## src/rtl/idle_power_req_gen.sv

```systemverilog
// Idle-timeout power-gating policy: requests power-off after a run of idle cycles and
// power-on on wake (after a minimum off-residency), and keeps gating statistics.
module idle_power_req_gen #(
   parameter int IDLE_THRESH = 100,
   parameter int MIN_OFF     = 16,
   parameter int CNT_W       = 32
) (
   input  logic             clk,
   input  logic             rst_n,
   input  logic             enable,
   input  logic             block_busy,
   input  logic             wake_req,
   input  logic             power_on_ack,
   input  logic             power_off_ack,
   output logic             power_on_req,
   output logic             power_off_req,
   output logic             gated,
   output logic             wake_pending,
   output logic [CNT_W-1:0] off_count,
   output logic [CNT_W-1:0] gated_cycles
);

   localparam int THR    = (IDLE_THRESH < 1) ? 1 : IDLE_THRESH;
   localparam int IDLE_W = $clog2(THR + 1);
   localparam int RES_W  = (MIN_OFF < 1) ? 1 : $clog2(MIN_OFF + 1);

   typedef enum logic [1:0] {
      S_OFF     = 2'd0,
      S_REQ_ON  = 2'd1,
      S_ACTIVE  = 2'd2,
      S_REQ_OFF = 2'd3
   } state_t;

   state_t             state_reg, state_next;
   logic [IDLE_W-1:0]  idle_cnt_reg, idle_cnt_next;
   logic [RES_W-1:0]   res_cnt_reg, res_cnt_next;
   logic               off_done;
   logic               idle_cycle;

   logic               power_on_req_next, power_off_req_next, gated_next, wake_pending_next;
   logic [CNT_W-1:0]   off_count_next, gated_cycles_next;

   // A wake event also counts as activity so a waking block is not immediately re-gated.
   assign idle_cycle = enable && !block_busy && !wake_req;

   always_ff @(posedge clk) begin
      if (!rst_n) begin
         state_reg    <= S_OFF;
         idle_cnt_reg <= '0;
         res_cnt_reg  <= '0;
      end else begin
         state_reg    <= state_next;
         idle_cnt_reg <= idle_cnt_next;
         res_cnt_reg  <= res_cnt_next;
      end
   end

   always_comb begin
      state_next    = state_reg;
      idle_cnt_next = idle_cnt_reg;
      res_cnt_next  = res_cnt_reg;
      off_done      = 1'b0;
      case (state_reg)
         S_OFF: begin
            if (res_cnt_reg != '0)
               res_cnt_next = res_cnt_reg - 1'b1;
            else if (wake_pending || wake_req)
               state_next = S_REQ_ON;
         end
         S_REQ_ON: begin
            if (power_on_ack) begin
               state_next    = S_ACTIVE;
               idle_cnt_next = '0;
            end
         end
         S_ACTIVE: begin
            if (!idle_cycle) begin
               idle_cnt_next = '0;
            end else if (idle_cnt_reg == IDLE_W'(THR - 1)) begin
               state_next    = S_REQ_OFF;
               idle_cnt_next = '0;
            end else begin
               idle_cnt_next = idle_cnt_reg + 1'b1;
            end
         end
         S_REQ_OFF: begin
            if (power_off_ack) begin
               state_next   = S_OFF;
               res_cnt_next = RES_W'(MIN_OFF);
               off_done     = 1'b1;
            end
         end
         default: state_next = S_OFF;
      endcase
   end

   always_comb begin
      power_on_req_next  = (state_next == S_REQ_ON);
      power_off_req_next = (state_next == S_REQ_OFF);
      gated_next         = (state_next == S_OFF) || (state_next == S_REQ_ON);
      // Entering ACTIVE services the wake, even if another wake arrives on that edge.
      if (state_next == S_ACTIVE && state_reg != S_ACTIVE)
         wake_pending_next = 1'b0;
      else if (wake_req && state_reg != S_ACTIVE)
         wake_pending_next = 1'b1;
      else
         wake_pending_next = wake_pending;
      off_count_next    = (off_done && !(&off_count)) ? off_count + 1'b1 : off_count;
      gated_cycles_next = (gated && !(&gated_cycles)) ? gated_cycles + 1'b1 : gated_cycles;
   end

   always_ff @(posedge clk) begin
      if (!rst_n) begin
         power_on_req  <= 1'b0;
         power_off_req <= 1'b0;
         gated         <= 1'b1;
         wake_pending  <= 1'b0;
         off_count     <= '0;
         gated_cycles  <= '0;
      end else begin
         power_on_req  <= power_on_req_next;
         power_off_req <= power_off_req_next;
         gated         <= gated_next;
         wake_pending  <= wake_pending_next;
         off_count     <= off_count_next;
         gated_cycles  <= gated_cycles_next;
      end
   end

endmodule
```

## config.mk

```make
export PLATFORM = sky130hd
export DESIGN_NAME = idle_power_req_gen
export DESIGN_NICKNAME = d
export VERILOG_FILES = /design/src/rtl/idle_power_req_gen.sv
export SDC_FILE = /design/constraint.sdc
export NUM_CORES = 1
export LEC_CHECK = 0
export BUFFER_PORTS_ARGS = -buffer_cell sky130_fd_sc_hd__buf_2
export CAP_MARGIN = 20
export CORE_UTILIZATION = 52
export CTS_BUF_LIST = sky130_fd_sc_hd__clkbuf_2 sky130_fd_sc_hd__clkbuf_4 sky130_fd_sc_hd__clkbuf_8
export CTS_CLUSTER_SIZE = 25
export DETAILED_ROUTE_END_ITERATION = 7
export PLACE_DENSITY = 0.76
export RECOVER_POWER = 25
export SLEW_MARGIN = 30
export SYNTH_ARGS = -nofsm -noshare
export SYNTH_HDL_FRONTEND = slang
export SYNTH_SLANG_ARGS = --single-unit
```

## constraint.sdc

```tcl
create_clock -name clk -period 2.4 [get_ports clk]
set_input_delay 0.12 -clock clk [delete_from_list [all_inputs] [get_ports clk]]
set_output_delay 0.12 -clock clk [all_outputs]
set_load 0.01 [all_outputs]
```

==> results.ini, run 1 <==
[outcome]
status=finished, final reports clean

[logic_synthesis]
synth_edf_count=0
synth_flop_cell=dfxtp_1
syn-num-nets=500
synthCells=488
synth-seq-cells=82
synthDistinctLibCells=49
synth.cell_area_sq_um=4100
yosys_warnings=0
syn_area_per_cell_sq_um=8.39
async_reset_ff_share_pct=0
seq_area_frac_synth_pct=40.1

[routing]
wl_met1_um=4340
wl_met2_um=4620
first_pass_iters=6
vias_per_cell=5.71
dr_total_vias=3856
wl_per_cell_um=14.1
first_iter_violations=122
wirelength_um=9530
ant_nets=0
drc=0
wl_met3_um=454
highest_layer=met4

[setup_path]
required_ps=2670
end_kind=flop
crit_type=reg2reg
start_kind=flop
crit_fanout=6
arrival_ps=2500

[cts]
cts_made_buffers=9
postCtsSetupBuffers=0
clockBufferDepth=2
cts_tree=built
clock-sinks=82
clk_latency_ps=350
cts-root-buf=clkbuf_8
path_clk_slew_ps=80
ctsHtreeMaxLevel=3
hold_buffers=0

[job]
drv_cap=0

[layout]
syn_to_final_growth_pct=18.1
drive_above_1_share_pct=16.3
utilization_pct=65.0
final_nets=583
n_antenna_cell=0

[grt]
antenna_found_initial=0
first_global_vias=3483
grt_util_all_layers_pct=23.2
grt_first_pass_wirelength_um=15900
overflow=0
grt_max_degree=33

[floorplan]
start_util_pct=55.0
core_sq_um=7450
ios=75
die_area_sq_um=8230
die_h_um=90.7
row_count=31
die_w_um=90.7

[timing]
worst_pin_slew_ps=658
period_needed_ps=2220
setup_tns_ps=0
finClkSkew_ps=10.4
rsz0062_at_grt=no
timing.hold.ws_ps=114
finalMaxSlewViolations=0
fmax_ghz=0.450
final_hold_viol_count=0
slew_headroom_pct=55.7
finalCritPeriodShare_pct=92.6
finalSetupViolations=0

[power]
p_leak_nw=1.70
p_per_area_nw_per_um2=633
ir_worst_vdd_uv=347

[placed_design]
hpwlAfterDp_um=6680
io_buffers=74
gp_congestion=0.823

[min_path]
hp-class=in2reg

[timing repair]
action / in CTS / in global routing
setup endpoints to repair: 0 / 6
hold endpoints to repair: 0 / 0
gates resized for setup: 0 / 3
[cells by family (layout without fill, tap and decap cells)]
kind of cell | count (synthesis) | count (layout) | synth area share [%]
flip-flops | 82 | 82 | 40.1
multiplexers | 10 | 10 | 2.47
AO/OA/AOI/OAI | 103 | 103 | 16.3
XOR/XNOR | 26 | 26 | 5.56
AND/OR/NAND/NOR | 220 | 220 | 29.5
adder cells (fa/ha/maj) | 5 | 5 | 1.53
buffers and inverters | 42 | 130 | 4.52
[final cells by class]
| class | count | area, sq um |
|---|---|---|
| repair buffers | 94 | 475 |
| fillers | 663 | 2610 |
| multi-input cells | 364 | 2300 |
| flip-flops and latches | 82 | 1640 |
| clock buffers | 11 | 145 |
| well taps | 99 | 124 |
| clock inverters | 5 | 77.6 |
| inverters | 20 | 75.1 |
[report_power, final]
group	internal, mW	switching (mW)	total [mW]
Clock	0.623	0.488	1.11
Combinational	0.181	0.261	0.443
Sequential	1.43	0.0721	1.51
Total	2.24	0.821	3.06
[worst paths after layout]
kind              slack [ps]                       endpoint  depth (start not counted)                          start
hold reg to reg          490  gated_cycles[21]$_SDFFE_PN0P_                          2  gated_cycles[21]$_SDFFE_PN0P_
hold / removal           110      wake_pending$_SDFFE_PP0P_                          3                       wake_req
setup reg to reg         180     off_count[28]$_SDFFE_PN0P_                          6      off_count[1]$_SDFFE_PN0P_
setup / recovery         180     off_count[28]$_SDFFE_PN0P_                          6      off_count[1]$_SDFFE_PN0P_
[per-stage QoR]
step	area, sq um	instances	setup WS, ps	power [mW]
6_report	4840	675	177	3.06
3_5_place_dp	4640	659	179	1.99
4_1_cts	4860	675	156	3.08
3_3_place_gp	4640	659	257	1.96
2_1_floorplan	4100	488	70.1	1.87
5_1_grt	4840	675	8.58	3.21
[worst max-delay path: stages (launching register included)]
cell	delay, ps
dfxtp_1	350
ha_1	200
nand3_1	150
or3_1	400
or4_4	580
or3_1	320
a21oi_1	150
[cell usage in the layout, fill, tap and decap left out, drive strengths merged, types with 9 or more instances in the layout]
cell type and count:
dfxtp 82, xnor2 22, clkbuf 47, a21oi 35
inv 20, a211oi 15, buf 58, nand3 35
nand2b 12, or3 19, or4 14, nand4 16
o21ai 17, o31ai 9, nor2 39, nand2 43
mux2i 9, nor3 10
[metal layers]
layer	up-vias	GRT usage (%)
li1	1935	-
met1	1832	29.3
met2	79	39.9
met3	10	3.62
met4	0	8.33
met5	-	0
[Yosys cell counts (3+ instances only)]
| cell type | number | area share, % |
|---|---|---|
| nor3_1 | 10 | 1.2 |
| nand2b_1 | 12 | 1.8 |
| nor4_1 | 6 | 0.92 |
| a21boi_0 | 5 | 0.92 |
| o31ai_1 | 8 | 1.5 |
| or2_2 | 3 | 0.46 |
| inv_1 | 20 | 1.8 |
| a21o_1 | 3 | 0.55 |
| and3_1 | 5 | 0.76 |
| dfxtp_1 | 82 | 40 |
| a2111oi_0 | 4 | 0.86 |
| nand4_1 | 14 | 2.1 |
| buf_2 | 4 | 0.49 |
| and4_1 | 4 | 0.86 |
| nor2_1 | 39 | 3.6 |
| nor4b_1 | 3 | 0.64 |
| a211oi_1 | 15 | 2.7 |
| nor2b_1 | 3 | 0.46 |
| xor2_1 | 4 | 0.86 |
| clkbuf_1 | 14 | 1.3 |
| or4_1 | 12 | 2.2 |
| xnor2_1 | 22 | 4.7 |
| o21a_1 | 5 | 0.92 |
| nand2_1 | 43 | 3.9 |
| ha_1 | 5 | 1.5 |
| mux2i_1 | 9 | 2.2 |
| o21ai_0 | 17 | 2.1 |
| or3_1 | 19 | 2.9 |
| nand3_1 | 35 | 4.3 |
| a21oi_1 | 35 | 4.3 |
No activity file was read; power rests on OpenSTA's default activity.
==> inputs of run 2 (changes only) <==
--- a/config.mk
+++ b/config.mk
@@ -11,6 +11,7 @@
 export CTS_BUF_LIST = sky130_fd_sc_hd__clkbuf_2 sky130_fd_sc_hd__clkbuf_4 sky130_fd_sc_hd__clkbuf_8
 export CTS_CLUSTER_SIZE = 25
 export DETAILED_ROUTE_END_ITERATION = 7
+export GPL_TIMING_DRIVEN = 0
 export PLACE_DENSITY = 0.76
 export RECOVER_POWER = 25
 export SLEW_MARGIN = 30
==> run 2 against run 1 <==
Effect of this change:
- sequential power hardly changed
- register-to-register slack worse by 110 ps
- sequential cell count stayed put
- sequential share of layout area is 0.077 points higher
- combinational power is 12% higher
- non-clock buffer count is 5 higher
- power is 2.5% higher
- utilization is 0.050 points higher
- maximum frequency is 4.7% lower
- global-route usage is 2.1 points higher
- count of clock-buffer cells in the layout stayed put
- clock skew is 1.2 ps lower
- critical path type unchanged
==> results.ini, run 2 (synthesis gave the netlist of run 1 again) <==
[outcome]
status=finished, final reports clean  ; unchanged

[setup_path]
arrival_ps=2560  ; was 2500 ps
crit_fanout=10  ; was 6
crit_type=reg2reg  ; unchanged
required_ps=2630  ; was 2670 ps
end_kind=flop  ; unchanged
start_kind=flop  ; unchanged

[layout]
syn_to_final_growth_pct=18.2  ; was 18.1%
layout_common_cells=dfxtp_1 (78), buf_2 (49), nand2_1 (43)  ; was dfxtp_1 (82), nand2_1 (42), nor2_1 (39)
fin_area_sq_um=4840  ; about the same
utilization_pct=65.0  ; about the same
n_antenna_cell=0  ; unchanged
final_nets=588  ; was 583
mostFrequentLayoutCell=dfxtp_1  ; unchanged
drive_above_1_share_pct=17.0  ; was 16.3%

[grt]
grt_max_degree=14  ; was 33
grt_util_all_layers_pct=25.3  ; was 23.2%
met2_usage_pct=40.1  ; was 39.9%
top_usage_layer=met2  ; unchanged
use_met3_pct=7.32  ; was 3.62%
use_met1_pct=33.7  ; was 29.3%
grt_first_pass_wirelength_um=16900  ; was 15900 um
antenna_found_initial=0  ; unchanged
overflow=0  ; unchanged
first_global_vias=3536  ; was 3483

[cts]
cts-root-buf=clkbuf_8  ; unchanged
path_clk_slew_ps=80  ; about the same
clock-sinks=82  ; unchanged
cts_tree=built  ; unchanged
ctsHtreeMaxLevel=3  ; unchanged
cts_made_buffers=9  ; unchanged
clockBufferDepth=2  ; unchanged
clk_latency_ps=360  ; was 350 ps

[min_path]
hp-class=in2reg  ; unchanged

[routing]
wl_per_cell_um=15.0  ; was 14.1 um
drc=0  ; unchanged
first_pass_iters=5  ; was 6
vias_per_cell=5.85  ; was 5.71
wirelength_um=10200  ; was 9530 um
dr_total_vias=3976  ; was 3856
first_iter_violations=176  ; was 122
ant_nets=0  ; unchanged

[timing]
finalMaxSlewViolations=0  ; unchanged
worst_pin_slew_ps=747  ; was 658 ps
slew_headroom_pct=49.8  ; was 55.7%
finalSetupViolations=0  ; unchanged
fmax_ghz=0.429  ; was 0.450 GHz
finClkSkew_ps=9.19  ; was 10.4 ps
rsz0062_at_grt=yes  ; was no
period_needed_ps=2330  ; was 2220 ps
final_hold_viol_count=0  ; unchanged
finalCritPeriodShare_pct=97.2  ; was 92.6%
timing.hold.ws_ps=83.6  ; was 114 ps

[placed_design]
gp_congestion=0.852  ; was 0.823
hpwlAfterDp_um=7100  ; was 6680 um
io_buffers=74  ; unchanged
dpl_cell_area_sq_um=4590  ; was 4640 sq um

[floorplan]
die_w_um=90.7  ; unchanged
ios=75  ; unchanged
start_util_pct=55.0  ; unchanged
die_area_sq_um=8230  ; unchanged
die_h_um=90.7  ; unchanged
row_count=31  ; unchanged
core_sq_um=7450  ; unchanged

[job]
drv_cap=0  ; unchanged

[power]
ir_worst_vdd_uv=370  ; was 347 uV
p_per_area_nw_per_um2=648  ; was 633 nW/um^2
p_leak_nw=1.69  ; was 1.70 nW

## run 2: changes by cell type in the layout (fill, tap and decap cells not counted), moves of 2 or more
cell	delta
dfxtp_1	-4
dfxtp_2	+4
clkbuf_1	+6
buf_2	+11
buf_6	+2
buf_4	-14
## run 2: critical path: stages (launching register included)
cell and delay, ps:
dfxtp_1 320, buf_4 140, nand3_1 120, buf_2 220, or3_1 370, clkbuf_1 240, a2111oi_0 580, xnor2_1 180
nor2_1 50
## run 2: timing repair
item	4_1_cts	5_1_grt
endpoints found under the setup margin	16	39
setup buffers	0	4
pin swaps	1	3
hold buffers	0	0
gates resized for setup	4	8
## run 2: cell type report
| cell class | instances | area (sq um) |
|---|---|---|
| Timing Repair Buffer | 78 | 364 |
| Multi-Input combinational cell | 364 | 2300 |
| Inverter | 20 | 75.1 |
| Sequential cell | 82 | 1650 |
| Buffer | 21 | 106 |
| Fill cell | 660 | 2610 |
| Clock buffer | 11 | 145 |
| Clock inverter | 5 | 77.6 |
| Tap cell | 99 | 124 |
## run 2: metal layers
metal	vias to the layer above	routed length (um)
li1	1952	-
met1	1881	4730
met2	133	4750
met3	10	606
met4	0	113
met5	-	0
## run 2: path summary, 6_finish.rpt
check | end | start | cells after the start | slack (ps)
max reg2reg | off_count[21]$_SDFFE_PN0P_ | state_reg[1]$_SDFF_PN0_ | 8 | 70
max | off_count[21]$_SDFFE_PN0P_ | state_reg[1]$_SDFF_PN0_ | 8 | 70
min | wake_pending$_SDFFE_PP0P_ | wake_req | 3 | 80
min reg2reg | gated_cycles[31]$_SDFFE_PN0P_ | gated_cycles[31]$_SDFFE_PN0P_ | 2 | 490
## run 2: report_power, final
| group | switching (mW) | total [mW] | leakage [nW] | internal, mW |
|---|---|---|---|---|
| Sequential | 0.0739 | 1.51 | 0.665 | 1.43 |
| Clock | 0.507 | 1.13 | 0.113 | 0.623 |
| Combinational | 0.296 | 0.498 | 0.909 | 0.202 |
| Total | 0.877 | 3.14 | 1.69 | 2.26 |
## run 2: through the flow
step           total power, mW  worst slack [ps]  instances  TNS (ps)
2_1_floorplan             1.87              70.1        488         0
3_3_place_gp              1.99             -65.3        661      -253
3_5_place_dp              2.01              -112        661      -858
4_1_cts                   3.14              10.5        676         0
5_1_grt                   3.29             -51.5        680      -182
6_report                  3.14              68.1        680         0
==> inputs of run 3 (changes only) <==
--- a/config.mk
+++ b/config.mk
@@ -7,12 +7,15 @@
 export LEC_CHECK = 0
 export BUFFER_PORTS_ARGS = -buffer_cell sky130_fd_sc_hd__buf_2
 export CAP_MARGIN = 20
-export CORE_UTILIZATION = 52
+export CELL_PAD_IN_SITES_DETAIL_PLACEMENT = 1
+export CELL_PAD_IN_SITES_GLOBAL_PLACEMENT = 2
+export CORE_MARGIN = 1
+export CORE_UTILIZATION = 31
 export CTS_BUF_LIST = sky130_fd_sc_hd__clkbuf_2 sky130_fd_sc_hd__clkbuf_4 sky130_fd_sc_hd__clkbuf_8
 export CTS_CLUSTER_SIZE = 25
 export DETAILED_ROUTE_END_ITERATION = 7
 export GPL_TIMING_DRIVEN = 0
-export PLACE_DENSITY = 0.76
+export PLACE_DENSITY = 0.77
 export RECOVER_POWER = 25
 export SLEW_MARGIN = 30
 export SYNTH_ARGS = -nofsm -noshare
==> run 3 against run 2 <==
Effect of this change:
- final cell count up 11%
- global-route usage is 6.4 points lower
- clock power increased by 11%
- worst hold slack worse by 4.2 ps
- power grew 4.0%
- via count decreased by 0.43%
- worst setup slack improved by 14 ps
- die area is 66% higher
- sequential power is essentially flat
- critical endpoint is now off_count[28]$_SDFFE_PN0P_
- largest power group unchanged
==> results.ini, run 3 (synthesis gave the netlist of run 1 again) <==
[outcome]
status=finished, final reports clean  ; unchanged

[grt]
grt_util_all_layers_pct=18.9  ; was 25.3%
antenna_found_initial=0  ; unchanged
first_global_vias=3708  ; was 3536
overflow=0  ; unchanged
grt_max_degree=15  ; was 14
grt_first_pass_wirelength_um=19600  ; was 16900 um

[routing]
dr_total_vias=3959  ; was 3976
drc=0  ; unchanged
first_iter_violations=197  ; was 176
wl_per_cell_um=16.5  ; was 15.0 um
wirelength_um=12500  ; was 10200 um
first_pass_iters=4  ; was 5
ant_nets=0  ; unchanged
vias_per_cell=5.24  ; was 5.85

[setup_path]
crit_type=reg2reg  ; unchanged
required_ps=2690  ; was 2630 ps
slowest_delay_ps=580  ; about the same
start_kind=flop  ; unchanged
crit_fanout=6  ; was 10
cp_slowest_cell=or4_4  ; was a2111oi_0
end_kind=flop  ; unchanged
critical_path.cell_chain=ha_1 > nand3_2 > or3_4 > or4_4 > or3_1 > a21oi_1  ; was buf_4 > nand3_1 > buf_2 > or3_1 > clkbuf_1 > a2111oi_0 > xnor2_1 > nor2_1
crit_buf_inv=0  ; was 3
cp_top_family=simple AND/OR/NAND/NOR gates  ; was buffers and inverters
arrival_ps=2610  ; was 2560 ps

[cts]
ctsHtreeMaxLevel=3  ; unchanged
clock-sinks=82  ; unchanged
cts_tree=built  ; unchanged
cts-root-buf=clkbuf_8  ; unchanged
path_clk_slew_ps=80  ; about the same
cts_made_buffers=9  ; unchanged
hold_buffers=0  ; unchanged
clockBufferDepth=2  ; unchanged
clk_latency_ps=380  ; was 360 ps

[layout]
n_antenna_cell=0  ; unchanged
drive_above_1_share_pct=20.4  ; was 17.0%
layout_common_cells=dfxtp_1 (73), buf_2 (51), nand2_1 (42)  ; was dfxtp_1 (78), buf_2 (49), nand2_1 (43)
fill_cells=1569  ; was 660
mostFrequentLayoutCell=dfxtp_1  ; unchanged
final_nets=591  ; was 588
syn_to_final_growth_pct=24.2  ; was 18.2%

[power]
power_mw=3.26  ; was 3.14 mW
ir_worst_vdd_uv=247  ; was 370 uV
p_leak_nw=1.81  ; was 1.69 nW
p_per_area_nw_per_um2=641  ; was 648 nW/um^2

[timing]
setup_tns_ps=0  ; unchanged
final_hold_viol_count=0  ; unchanged
period_needed_ps=2320  ; was 2330 ps
slew_headroom_pct=45.7  ; was 49.8%
fmax_ghz=0.431  ; was 0.429 GHz
worst_pin_slew_ps=812  ; was 747 ps
timing.hold.ws_ps=79.4  ; was 83.6 ps
finalSetupViolations=0  ; unchanged
finClkSkew_ps=11.8  ; was 9.19 ps
finalMaxSlewViolations=0  ; unchanged
finalCritPeriodShare_pct=96.6  ; was 97.2%

[placed_design]
io_buffers=74  ; unchanged
hpwlAfterDp_um=8820  ; was 7100 um
gp_congestion=0.772  ; was 0.852

[floorplan]
core_sq_um=12800  ; was 7450 sq um
die_w_um=117  ; was 90.7 um
die_area_sq_um=13700  ; was 8230 sq um
row_count=41  ; was 31
die_h_um=117  ; was 90.7 um
ios=75  ; unchanged
start_util_pct=32.1  ; was 55.0%

[min_path]
hp-class=in2reg  ; unchanged

[job]
drv_cap=0  ; unchanged

## run 3: layout make-up
cell class / count / area, sq um / share of cell area [%]
multi-input combinational: 364 / 2400 / 47.2
sequential: 82 / 1650 / 32.5
timing repair buffer: 82 / 397 / 7.80
tap: 172 / 215 / 4.23
clock buffer: 9 / 124 / 2.43
clock inverter: 7 / 118 / 2.31
buffer: 20 / 105 / 2.07
inverter: 20 / 75.1 / 1.48
## run 3: tightest hold or removal path, cell delays in order
cell and delay, ps:
buf_2 120, a21oi_1 120, nor3_1 50
## run 3: what timing repair did
item                                    CTS  global route
pin swaps                                 1             6
buffers inserted                          0             8
endpoints found under the setup margin   42            40
resized for setup                        11            27
## run 3: metal layers
metal / vias up / routed length [um] / track usage, %
li1: 1949 / - / -
met2: 55 / 5860 / 29.9
met4: 0 / 187 / 7.51
met1: 1943 / 6050 / 25.8
met5: - / 0 / 0
met3: 12 / 362 / 3.09
## run 3: path summary, 6_finish.rpt
| check | startpoint | to | slack, ps | cells past startpoint |
|---|---|---|---|---|
| worst max-delay path | off_count[0]$_SDFFE_PN0P_ | off_count[28]$_SDFFE_PN0P_ | 80 | 6 |
| worst min-delay path | wake_req | wake_pending$_SDFFE_PP0P_ | 80 | 3 |
| worst max register to register | off_count[0]$_SDFFE_PN0P_ | off_count[28]$_SDFFE_PN0P_ | 80 | 6 |
| worst min register to register | gated_cycles[15]$_SDFFE_PN0P_ | gated_cycles[15]$_SDFFE_PN0P_ | 490 | 2 |
## run 3: where the power goes
part	leakage (nW)	total (mW)	switching [mW]	internal [mW]
Combinational	1.02	0.505	0.305	0.200
Clock	0.123	1.25	0.558	0.691
Sequential	0.667	1.51	0.0743	1.43
## run 3: through the flow
step / area (sq um) / setup slack, ps / cells / utilization, %
5_1_grt: 5090 / -38.1 / 756 / 39.8
3_3_place_gp: 4680 / -165 / 734 / 36.6
2_1_floorplan: 4100 / 70.1 / 488 / -
6_report: 5090 / 81.9 / 756 / 39.8
3_5_place_dp: 4680 / -202 / 734 / 36.6
4_1_cts: 4970 / 8.55 / 749 / 38.9
